## src/rtl/datapath_pkg.sv

```systemverilog
// Shared definitions for the SCSI byte packer: state encoding, length width
// and the big-endian BO-to-lane mapping.
package datapath_pkg;

  localparam int unsigned LEN_W = 16;

  typedef enum logic [2:0] {
    S_IDLE,
    S_FETCH,
    S_WAIT_REQ,
    S_ACK1,
    S_ACK2,
    S_PUSH,
    S_FIN
  } state_t;

  // BO=0 is the most significant byte of the 32-bit word.
  function automatic logic [4:0] lane_lsb(input logic [1:0] bo);
    return {~bo, 3'b000};
  endfunction

  function automatic logic [3:0] lane_be(input logic [1:0] bo);
    return 4'b1000 >> bo;
  endfunction

endpackage

```

## src/rtl/scsi_byte_packer_if.sv

```systemverilog
// Control, SCSI-side and FIFO-side signals of the byte packer, bundled with
// a master view (the packer) and a slave view (its environment).
interface scsi_byte_packer_if;
  import datapath_pkg::*;

  logic             START;
  logic             DIR;
  logic [LEN_W-1:0] LEN;
  logic             STOP;
  logic             BUSY;
  logic             DONE;

  logic             DREQ;
  logic             DACK;
  logic             SCSI_RD;
  logic             SCSI_WR;
  logic [7:0]       SCSI_DATA_IN;
  logic [7:0]       SCSI_DATA_OUT;
  logic             SCSI_OE;
  logic [1:0]       BO;

  logic             FIFO_WR;
  logic [31:0]      FIFO_WDATA;
  logic [3:0]       FIFO_BE;
  logic             FIFO_FULL;
  logic             FIFO_RD;
  logic [31:0]      FIFO_RDATA;
  logic             FIFO_EMPTY;

  modport master (
    input  START, DIR, LEN, STOP, DREQ, SCSI_DATA_IN,
           FIFO_FULL, FIFO_RDATA, FIFO_EMPTY,
    output BUSY, DONE, DACK, SCSI_RD, SCSI_WR, SCSI_DATA_OUT, SCSI_OE, BO,
           FIFO_WR, FIFO_WDATA, FIFO_BE, FIFO_RD
  );

  modport slave (
    output START, DIR, LEN, STOP, DREQ, SCSI_DATA_IN,
           FIFO_FULL, FIFO_RDATA, FIFO_EMPTY,
    input  BUSY, DONE, DACK, SCSI_RD, SCSI_WR, SCSI_DATA_OUT, SCSI_OE, BO,
           FIFO_WR, FIFO_WDATA, FIFO_BE, FIFO_RD
  );

endinterface

```

## src/rtl/scsi_byte_lane.sv

```systemverilog
// BO-indexed byte extract/insert on the 32-bit word register plus the
// matching byte-enable update.
module scsi_byte_lane
  import datapath_pkg::*;
(
  input  logic [31:0] i_word,
  input  logic [3:0]  i_be,
  input  logic [1:0]  i_bo,
  input  logic [7:0]  i_byte,
  output logic [7:0]  o_byte,
  output logic [31:0] o_word,
  output logic [3:0]  o_be
);

  always_comb begin
    o_byte = i_word[lane_lsb(i_bo) +: 8];
    o_word = i_word;
    o_word[lane_lsb(i_bo) +: 8] = i_byte;
    o_be   = i_be | lane_be(i_bo);
  end

endmodule

```

## src/rtl/scsi_byte_packer.sv

```systemverilog
// Packs SCSI bytes into big-endian 32-bit FIFO words (DIR=1) or unpacks FIFO
// words into SCSI bytes (DIR=0) using a DREQ/DACK two-cycle handshake.
module scsi_byte_packer
  import datapath_pkg::*;
(
  input  logic              CLK,
  input  logic              nRST,
  scsi_byte_packer_if.master bus
);

  state_t           r_state;
  state_t           w_next;
  logic             r_dir;
  logic [LEN_W-1:0] r_cnt;
  logic [LEN_W-1:0] w_cnt_dec;
  logic [1:0]       r_bo;
  logic [31:0]      r_word;
  logic [3:0]       r_be;
  logic             r_stop;
  logic             w_stop;
  logic             w_ack;
  logic             w_fifo_rd;
  logic             w_fifo_wr;
  logic [7:0]       w_rd_byte;
  logic [31:0]      w_ins_word;
  logic [3:0]       w_ins_be;

  scsi_byte_lane u_lane (
    .i_word (r_word),
    .i_be   (r_be),
    .i_bo   (r_bo),
    .i_byte (bus.SCSI_DATA_IN),
    .o_byte (w_rd_byte),
    .o_word (w_ins_word),
    .o_be   (w_ins_be)
  );

  assign w_cnt_dec = r_cnt - LEN_W'(1);
  // An abort arriving mid-handshake is parked in r_stop until the next wait state.
  assign w_stop    = bus.STOP | r_stop;

  always_comb begin
    w_next    = r_state;
    w_fifo_rd = 1'b0;
    w_fifo_wr = 1'b0;
    case (r_state)
      S_IDLE: begin
        if (bus.START) begin
          if (bus.LEN == '0)  w_next = S_FIN;
          else if (bus.DIR)   w_next = S_WAIT_REQ;
          else                w_next = S_FETCH;
        end
      end
      S_FETCH: begin
        if (w_stop) begin
          w_next = S_FIN;
        end else if (!bus.FIFO_EMPTY) begin
          w_fifo_rd = 1'b1;
          w_next    = S_WAIT_REQ;
        end
      end
      S_WAIT_REQ: begin
        if (w_stop)        w_next = (r_dir && (r_be != '0)) ? S_PUSH : S_FIN;
        else if (bus.DREQ) w_next = S_ACK1;
      end
      S_ACK1: w_next = S_ACK2;
      S_ACK2: begin
        if (r_dir)                  w_next = ((r_bo == 2'd3) || (w_cnt_dec == '0)) ? S_PUSH : S_WAIT_REQ;
        else if (w_cnt_dec == '0)   w_next = S_FIN;
        else if (r_bo == 2'd3)      w_next = S_FETCH;
        else                        w_next = S_WAIT_REQ;
      end
      S_PUSH: begin
        if (!bus.FIFO_FULL) begin
          w_fifo_wr = 1'b1;
          w_next    = (r_cnt == '0) ? S_FIN : S_WAIT_REQ;
        end
      end
      S_FIN:   w_next = S_IDLE;
      default: w_next = S_IDLE;
    endcase
  end

  always_ff @(posedge CLK or negedge nRST) begin
    if (!nRST) begin
      r_state <= S_IDLE;
      r_dir   <= 1'b0;
      r_cnt   <= '0;
      r_bo    <= '0;
      r_word  <= '0;
      r_be    <= '0;
      r_stop  <= 1'b0;
    end else begin
      r_state <= w_next;
      case (r_state)
        S_IDLE: begin
          if (bus.START) begin
            r_dir  <= bus.DIR;
            r_cnt  <= bus.LEN;
            r_bo   <= '0;
            r_word <= '0;
            r_be   <= '0;
            r_stop <= 1'b0;
          end
        end
        S_FETCH: begin
          if (w_fifo_rd) r_word <= bus.FIFO_RDATA;
        end
        S_ACK1: begin
          if (bus.STOP) r_stop <= 1'b1;
        end
        S_ACK2: begin
          if (bus.STOP) r_stop <= 1'b1;
          r_cnt <= w_cnt_dec;
          r_bo  <= r_bo + 2'd1;
          if (r_dir) begin
            r_word <= w_ins_word;
            r_be   <= w_ins_be;
          end
        end
        S_PUSH: begin
          if (bus.STOP) r_stop <= 1'b1;
          if (w_fifo_wr) begin
            r_word <= '0;
            r_be   <= '0;
          end
        end
        S_FIN: begin
          r_bo   <= '0;
          r_stop <= 1'b0;
        end
        default: ;
      endcase
    end
  end

  assign w_ack             = (r_state == S_ACK1) || (r_state == S_ACK2);
  assign bus.BUSY          = (r_state != S_IDLE);
  assign bus.DONE          = (r_state == S_FIN);
  assign bus.DACK          = w_ack;
  assign bus.SCSI_RD       = w_ack & r_dir;
  assign bus.SCSI_WR       = w_ack & ~r_dir;
  assign bus.SCSI_OE       = w_ack & ~r_dir;
  assign bus.SCSI_DATA_OUT = (w_ack && !r_dir) ? w_rd_byte : '0;
  assign bus.BO            = r_bo;
  assign bus.FIFO_RD       = w_fifo_rd;
  assign bus.FIFO_WR       = w_fifo_wr;
  assign bus.FIFO_WDATA    = w_fifo_wr ? r_word : '0;
  assign bus.FIFO_BE       = w_fifo_wr ? r_be : '0;

endmodule
```

## src/flat_wrapper.sv

```systemverilog
// flat-port wrapper written by rule: the top's interface ports become plain ports
module scsi_byte_packer_flat import datapath_pkg::*;
  (CLK, nRST, bus_START, bus_DIR, bus_LEN, bus_STOP, bus_DREQ, bus_SCSI_DATA_IN, bus_FIFO_FULL, bus_FIFO_RDATA, bus_FIFO_EMPTY, bus_BUSY, bus_DONE, bus_DACK, bus_SCSI_RD, bus_SCSI_WR, bus_SCSI_DATA_OUT, bus_SCSI_OE, bus_BO, bus_FIFO_WR, bus_FIFO_WDATA, bus_FIFO_BE, bus_FIFO_RD);
  scsi_byte_packer_if bus_i ();
  input  logic CLK;
  input  logic nRST;
  input wire logic [$bits(bus_i.START)-1:0] bus_START;
  input wire logic [$bits(bus_i.DIR)-1:0] bus_DIR;
  input wire logic [$bits(bus_i.LEN)-1:0] bus_LEN;
  input wire logic [$bits(bus_i.STOP)-1:0] bus_STOP;
  input wire logic [$bits(bus_i.DREQ)-1:0] bus_DREQ;
  input wire logic [$bits(bus_i.SCSI_DATA_IN)-1:0] bus_SCSI_DATA_IN;
  input wire logic [$bits(bus_i.FIFO_FULL)-1:0] bus_FIFO_FULL;
  input wire logic [$bits(bus_i.FIFO_RDATA)-1:0] bus_FIFO_RDATA;
  input wire logic [$bits(bus_i.FIFO_EMPTY)-1:0] bus_FIFO_EMPTY;
  output wire logic [$bits(bus_i.BUSY)-1:0] bus_BUSY;
  output wire logic [$bits(bus_i.DONE)-1:0] bus_DONE;
  output wire logic [$bits(bus_i.DACK)-1:0] bus_DACK;
  output wire logic [$bits(bus_i.SCSI_RD)-1:0] bus_SCSI_RD;
  output wire logic [$bits(bus_i.SCSI_WR)-1:0] bus_SCSI_WR;
  output wire logic [$bits(bus_i.SCSI_DATA_OUT)-1:0] bus_SCSI_DATA_OUT;
  output wire logic [$bits(bus_i.SCSI_OE)-1:0] bus_SCSI_OE;
  output wire logic [$bits(bus_i.BO)-1:0] bus_BO;
  output wire logic [$bits(bus_i.FIFO_WR)-1:0] bus_FIFO_WR;
  output wire logic [$bits(bus_i.FIFO_WDATA)-1:0] bus_FIFO_WDATA;
  output wire logic [$bits(bus_i.FIFO_BE)-1:0] bus_FIFO_BE;
  output wire logic [$bits(bus_i.FIFO_RD)-1:0] bus_FIFO_RD;
  assign bus_i.START = bus_START;
  assign bus_i.DIR = bus_DIR;
  assign bus_i.LEN = bus_LEN;
  assign bus_i.STOP = bus_STOP;
  assign bus_i.DREQ = bus_DREQ;
  assign bus_i.SCSI_DATA_IN = bus_SCSI_DATA_IN;
  assign bus_i.FIFO_FULL = bus_FIFO_FULL;
  assign bus_i.FIFO_RDATA = bus_FIFO_RDATA;
  assign bus_i.FIFO_EMPTY = bus_FIFO_EMPTY;
  assign bus_BUSY = bus_i.BUSY;
  assign bus_DONE = bus_i.DONE;
  assign bus_DACK = bus_i.DACK;
  assign bus_SCSI_RD = bus_i.SCSI_RD;
  assign bus_SCSI_WR = bus_i.SCSI_WR;
  assign bus_SCSI_DATA_OUT = bus_i.SCSI_DATA_OUT;
  assign bus_SCSI_OE = bus_i.SCSI_OE;
  assign bus_BO = bus_i.BO;
  assign bus_FIFO_WR = bus_i.FIFO_WR;
  assign bus_FIFO_WDATA = bus_i.FIFO_WDATA;
  assign bus_FIFO_BE = bus_i.FIFO_BE;
  assign bus_FIFO_RD = bus_i.FIFO_RD;
  scsi_byte_packer u_core (.CLK(CLK), .nRST(nRST), .bus(bus_i));
endmodule
```

## config.mk

```make
export PLATFORM = sky130hd
export DESIGN_NAME = scsi_byte_packer_flat
export DESIGN_NICKNAME = d
export VERILOG_FILES = /design/src/rtl/datapath_pkg.sv /design/src/rtl/scsi_byte_packer_if.sv /design/src/rtl/scsi_byte_lane.sv /design/src/rtl/scsi_byte_packer.sv /design/src/flat_wrapper.sv
export SDC_FILE = /design/constraint.sdc
export NUM_CORES = 1
export LEC_CHECK = 0
export CORE_MARGIN = 4
export CORE_UTILIZATION = 60
export CTS_BUF_LIST = sky130_fd_sc_hd__clkbuf_2 sky130_fd_sc_hd__clkbuf_4 sky130_fd_sc_hd__clkbuf_8
export DETAILED_ROUTE_END_ITERATION = 10
export DONT_BUFFER_PORTS = 1
export PLACE_DENSITY_LB_ADDON = 0.1
export REMOVE_ABC_BUFFERS = 1
export SLEW_MARGIN = 20
export SYNTH_ARGS = -nofsm -noshare
export SYNTH_HDL_FRONTEND = slang
export SYNTH_SLANG_ARGS = --single-unit
```

## constraint.sdc

```tcl
create_clock -name CLK -period 3.2 [get_ports CLK]
set_clock_uncertainty 0.15 [all_clocks]
set_input_delay 0.8 -clock CLK [delete_from_list [all_inputs] [get_ports CLK]]
set_output_delay 0.8 -clock CLK [all_outputs]
set_load 0.1 [all_outputs]
```

==> impl_metrics.json <==
{
  "synth_edf_count": 0,
  "slew_headroom_pct": 40.9,
  "use_met3_pct": 6.18,
  "grt_usage_pct": 33.3,
  "drt_iter0_drc": 414,
  "vias_per_cell": 7.23,
  "power_frac_seq_pct": 33.7,
  "final_max_slew_viol_count": 0,
  "ff2ff_setup_slack_ns": 0.33,
  "htree_levels": 3,
  "timing.critical_path.from_type": "register",
  "finalSetupTns_ns": 0,
  "rows": 29,
  "maxCapViolCount": 0,
  "grt_setup_unrepaired": "false",
  "ioPinCount": 118,
  "antenna_cells": 0,
  "slowest_stage": "dfrtp_1",
  "grt_pass1_vias": 3933,
  "drc_errors": 0,
  "crit_buf_inv": 3,
  "start_util_pct": 62.4,
  "powerDensity_mw_per_mm2": 834,
  "syn_area_per_cell_um2": 9.16,
  "globalplace.congestion": 1.02,
  "die_w_um": 89.5,
  "setup_ws_ns": 0.122,
  "path_clk_slew_ns": 0.06,
  "numCtsBuffers": 9,
  "grtUsageMet1_pct": 45.0,
  "fillers": 363,
  "peakVddDrop_uv": 736,
  "post-route-period-util_pct": 96.2,
  "crit_chain": "buf_4 -> nand2b_1 -> nor3_2 -> buf_6 -> and2_1 -> buf_12",
  "worstPathArrival_ns": 2.13,
  "antenna_found_initial": 0,
  "p_sw_mw": 2.20,
  "top_usage_layer": "met2",
  "grt_pass1_wl_um": 20100,
  "fin_total_pwr_mw": 4.41,
  "final_nets": 555,
  "vias": 4056,
  "area_growth_pct": 32.6,
  "hold_slack_ns": 0.00998,
  "ys_seq_area_share_pct": 37.0,
  "ys_ff_latch": 59,
  "post_drt_wl_per_cell_um": 23.5,
  "die-area_mm2": 0.00801,
  "comb_power_share_pct": 52.6,
  "die_y_um": 89.5,
  "drt_wl_total_um": 13200,
  "required_ns": 2.25,
  "stdcell_area_mm2": 0.00529,
  "dr.pass1.iters": 5,
  "intPower_mw": 2.21,
  "gr-usage-met2_pct": 52.1,
  "synth_ff_type": "dfrtp_1",
  "setup_viol": 0,
  "dpl.hpwl_um": 9040,
  "worst_slew_pin_slew_ns": 0.885,
  "cts_root_buf": "clkbuf_8",
  "switching_share_pct": 49.8,
  "crit_path_end_kind": "output pin",
  "cts_tree": "built",
  "drive_gt1_share_pct": 23.3,
  "synth_area_mm2": 0.00399,
  "async_flop_share_pct": 100,
  "clockBufferDepth": 2,
  "ys_types": 55,
  "pre_cts_slack_ns": 0.282,
  "critPathTopFamily": "simple AND/OR/NAND/NOR gates",
  "core_area_mm2": 0.00639,
  "hold_viol": 0,
  "cp_slowest_stage_delay_ns": 0.40,
  "clock_latency_ns": 0.33,
  "io_buffers": 0,
  "synth_cells": 435,
  "grt_max_degree": 38,
  "hold_class": "in -> async",
  "multi_input_area_mm2": 0.00236,
  "gr-total-overflow": 0,
  "place_area_mm2": 0.00508,
  "layout_min_cycle_time_ns": 3.08,
  "cts.sinks": 59,
  "cp_max_fo": 37,
  "timing.fmax_mhz": 325,
  "regArea_mm2": 0.00148,
  "yosys_warnings": 0,
  "p_leak_nw": 2.08,
  "drtAntennaViolNets": 0,
  "status": "finished clean",
  "path_class": "reg -> out",
  "p_clk_share_pct": 13.6
}
## logic make-up (layout without fill, tap and decap cells)
kind of cell,after synthesis,in the layout,share of synthesized area [%]
buffers and inverters,45,94,4.65
multiplexers,10,10,5.02
AND/OR/NAND/NOR,163,163,22.4
adder cells (fa/ha/maj),10,10,3.14
XOR/XNOR,2,2,0.440
AO/OA/AOI/OAI,146,146,27.3
flip-flops,59,59,37.0
## worst register-to-register path, cell delays in order, from the launching register on
cell and delay [ns]:
dfrtp_1 0.41, inv_1 0.10, ha_1 0.27, or4b_1 0.64
nor4b_4 0.27, o21bai_1 0.10, a221oi_2 0.38, a21oi_1 0.14
a211o_1 0.29
## power groups by stage
stage	Combinational (mW)	Clock (mW)	Sequential, mW
floorplan	1.56	0	1.42
global placement	2.18	0	1.44
detailed placement	2.25	0	1.46
CTS	2.28	0.605	1.46
global route	2.47	0.639	1.52
finish	2.32	0.601	1.49
## worst paths after layout
kind                                          startpoint                            end  depth (start not counted)
max                        u_core.r_state[1]$_DFFE_PN0P_             bus_FIFO_WDATA[27]                          6
min                                                 nRST     u_core.r_be[1]$_DFFE_PN0P_                          0
max reg2reg                  u_core.r_cnt[0]$_DFFE_PN0P_  u_core.r_state[0]$_DFFE_PN0P_                          8
min reg2reg                u_core.r_word[15]$_DFFE_PN0P_  u_core.r_word[15]$_DFFE_PN0P_                          1
max in group asynchronous                           nRST   u_core.r_word[5]$_DFFE_PN0P_                          1
min in group CLK           u_core.r_word[15]$_DFFE_PN0P_  u_core.r_word[15]$_DFFE_PN0P_                          1
## synth_stat cells (3+ instances only)
| cell type | n | area share, % |
|---|---|---|
| a21oi_1 | 18 | 2.3 |
| ha_1 | 10 | 3.1 |
| o21ai_0 | 22 | 2.8 |
| buf_2 | 4 | 0.50 |
| nor2_1 | 30 | 2.8 |
| nand2b_1 | 4 | 0.63 |
| nor2b_1 | 9 | 1.4 |
| nor4_1 | 12 | 1.9 |
| nor3b_1 | 3 | 0.56 |
| and3_1 | 4 | 0.63 |
| a221oi_1 | 4 | 0.88 |
| nand2_1 | 25 | 2.4 |
| and2_1 | 38 | 6.0 |
| clkbuf_1 | 26 | 2.4 |
| a211oi_1 | 3 | 0.56 |
| a21o_1 | 3 | 0.56 |
| o2bb2ai_1 | 31 | 6.8 |
| nor3_1 | 12 | 1.5 |
| dfrtp_1 | 59 | 37 |
| mux4_2 | 8 | 4.5 |
| a221o_1 | 5 | 1.3 |
| inv_1 | 12 | 1.1 |
| o21bai_1 | 6 | 1.1 |
| o311ai_0 | 3 | 0.66 |
| a22oi_1 | 31 | 5.8 |
| nand3_1 | 10 | 1.3 |
| a32oi_1 | 3 | 0.66 |
| nand4_1 | 5 | 0.78 |
## area by class of cell
cell class	count	area share [%]
multi-input combinational	331	44.7
clock buffer	11	2.86
clock inverter	3	0.284
timing repair buffer	67	21.4
inverter	13	0.923
sequential	59	28.0
tap	77	1.82
## cells in the final DEF, fill, tap and decap left out, drive strengths merged, types with 8 or more instances in the layout
master   instances
o21ai           22
nor3            12
nand3           10
nand2           25
nor2b            9
a22oi           31
dfrtp           59
ha              10
a21oi           18
buf             64
o2bb2ai         31
nor4            12
clkbuf          13
inv             12
nor2            30
and2            39
mux4             8
## through the flow
stage,cells,util (%)
2_1_floorplan,403,-
3_3_place_gp,545,79.5
3_5_place_dp,545,79.5
4_1_cts,561,82.7
5_1_grt,561,82.8
6_report,561,82.8
## what timing repair did
action | in CTS | in global routing
hold endpoints to repair | 26 | 0
hold buffers | 2 | 0
cloned | 0 | 0
resized for setup | 2 | 2
buffers inserted | 0 | 0
setup endpoints to repair | 25 | 25
## sequential cells by signal, summed over array words and instances (netlist names)
name            cells
u_core.r_state      3
u_core.r_word      32
u_core.r_cnt       16
u_core.r_be         4
u_core.bus.BO       2
u_core.r_stop       1
u_core.r_dir        1
## per-layer routing
layer	part of all wire [%]	up-vias
met5	0	-
met4	3.0	0
met3	9.5	44
met2	49	286
met1	38	1991
li1	-	1735
(Power assumes the default switching activity.)
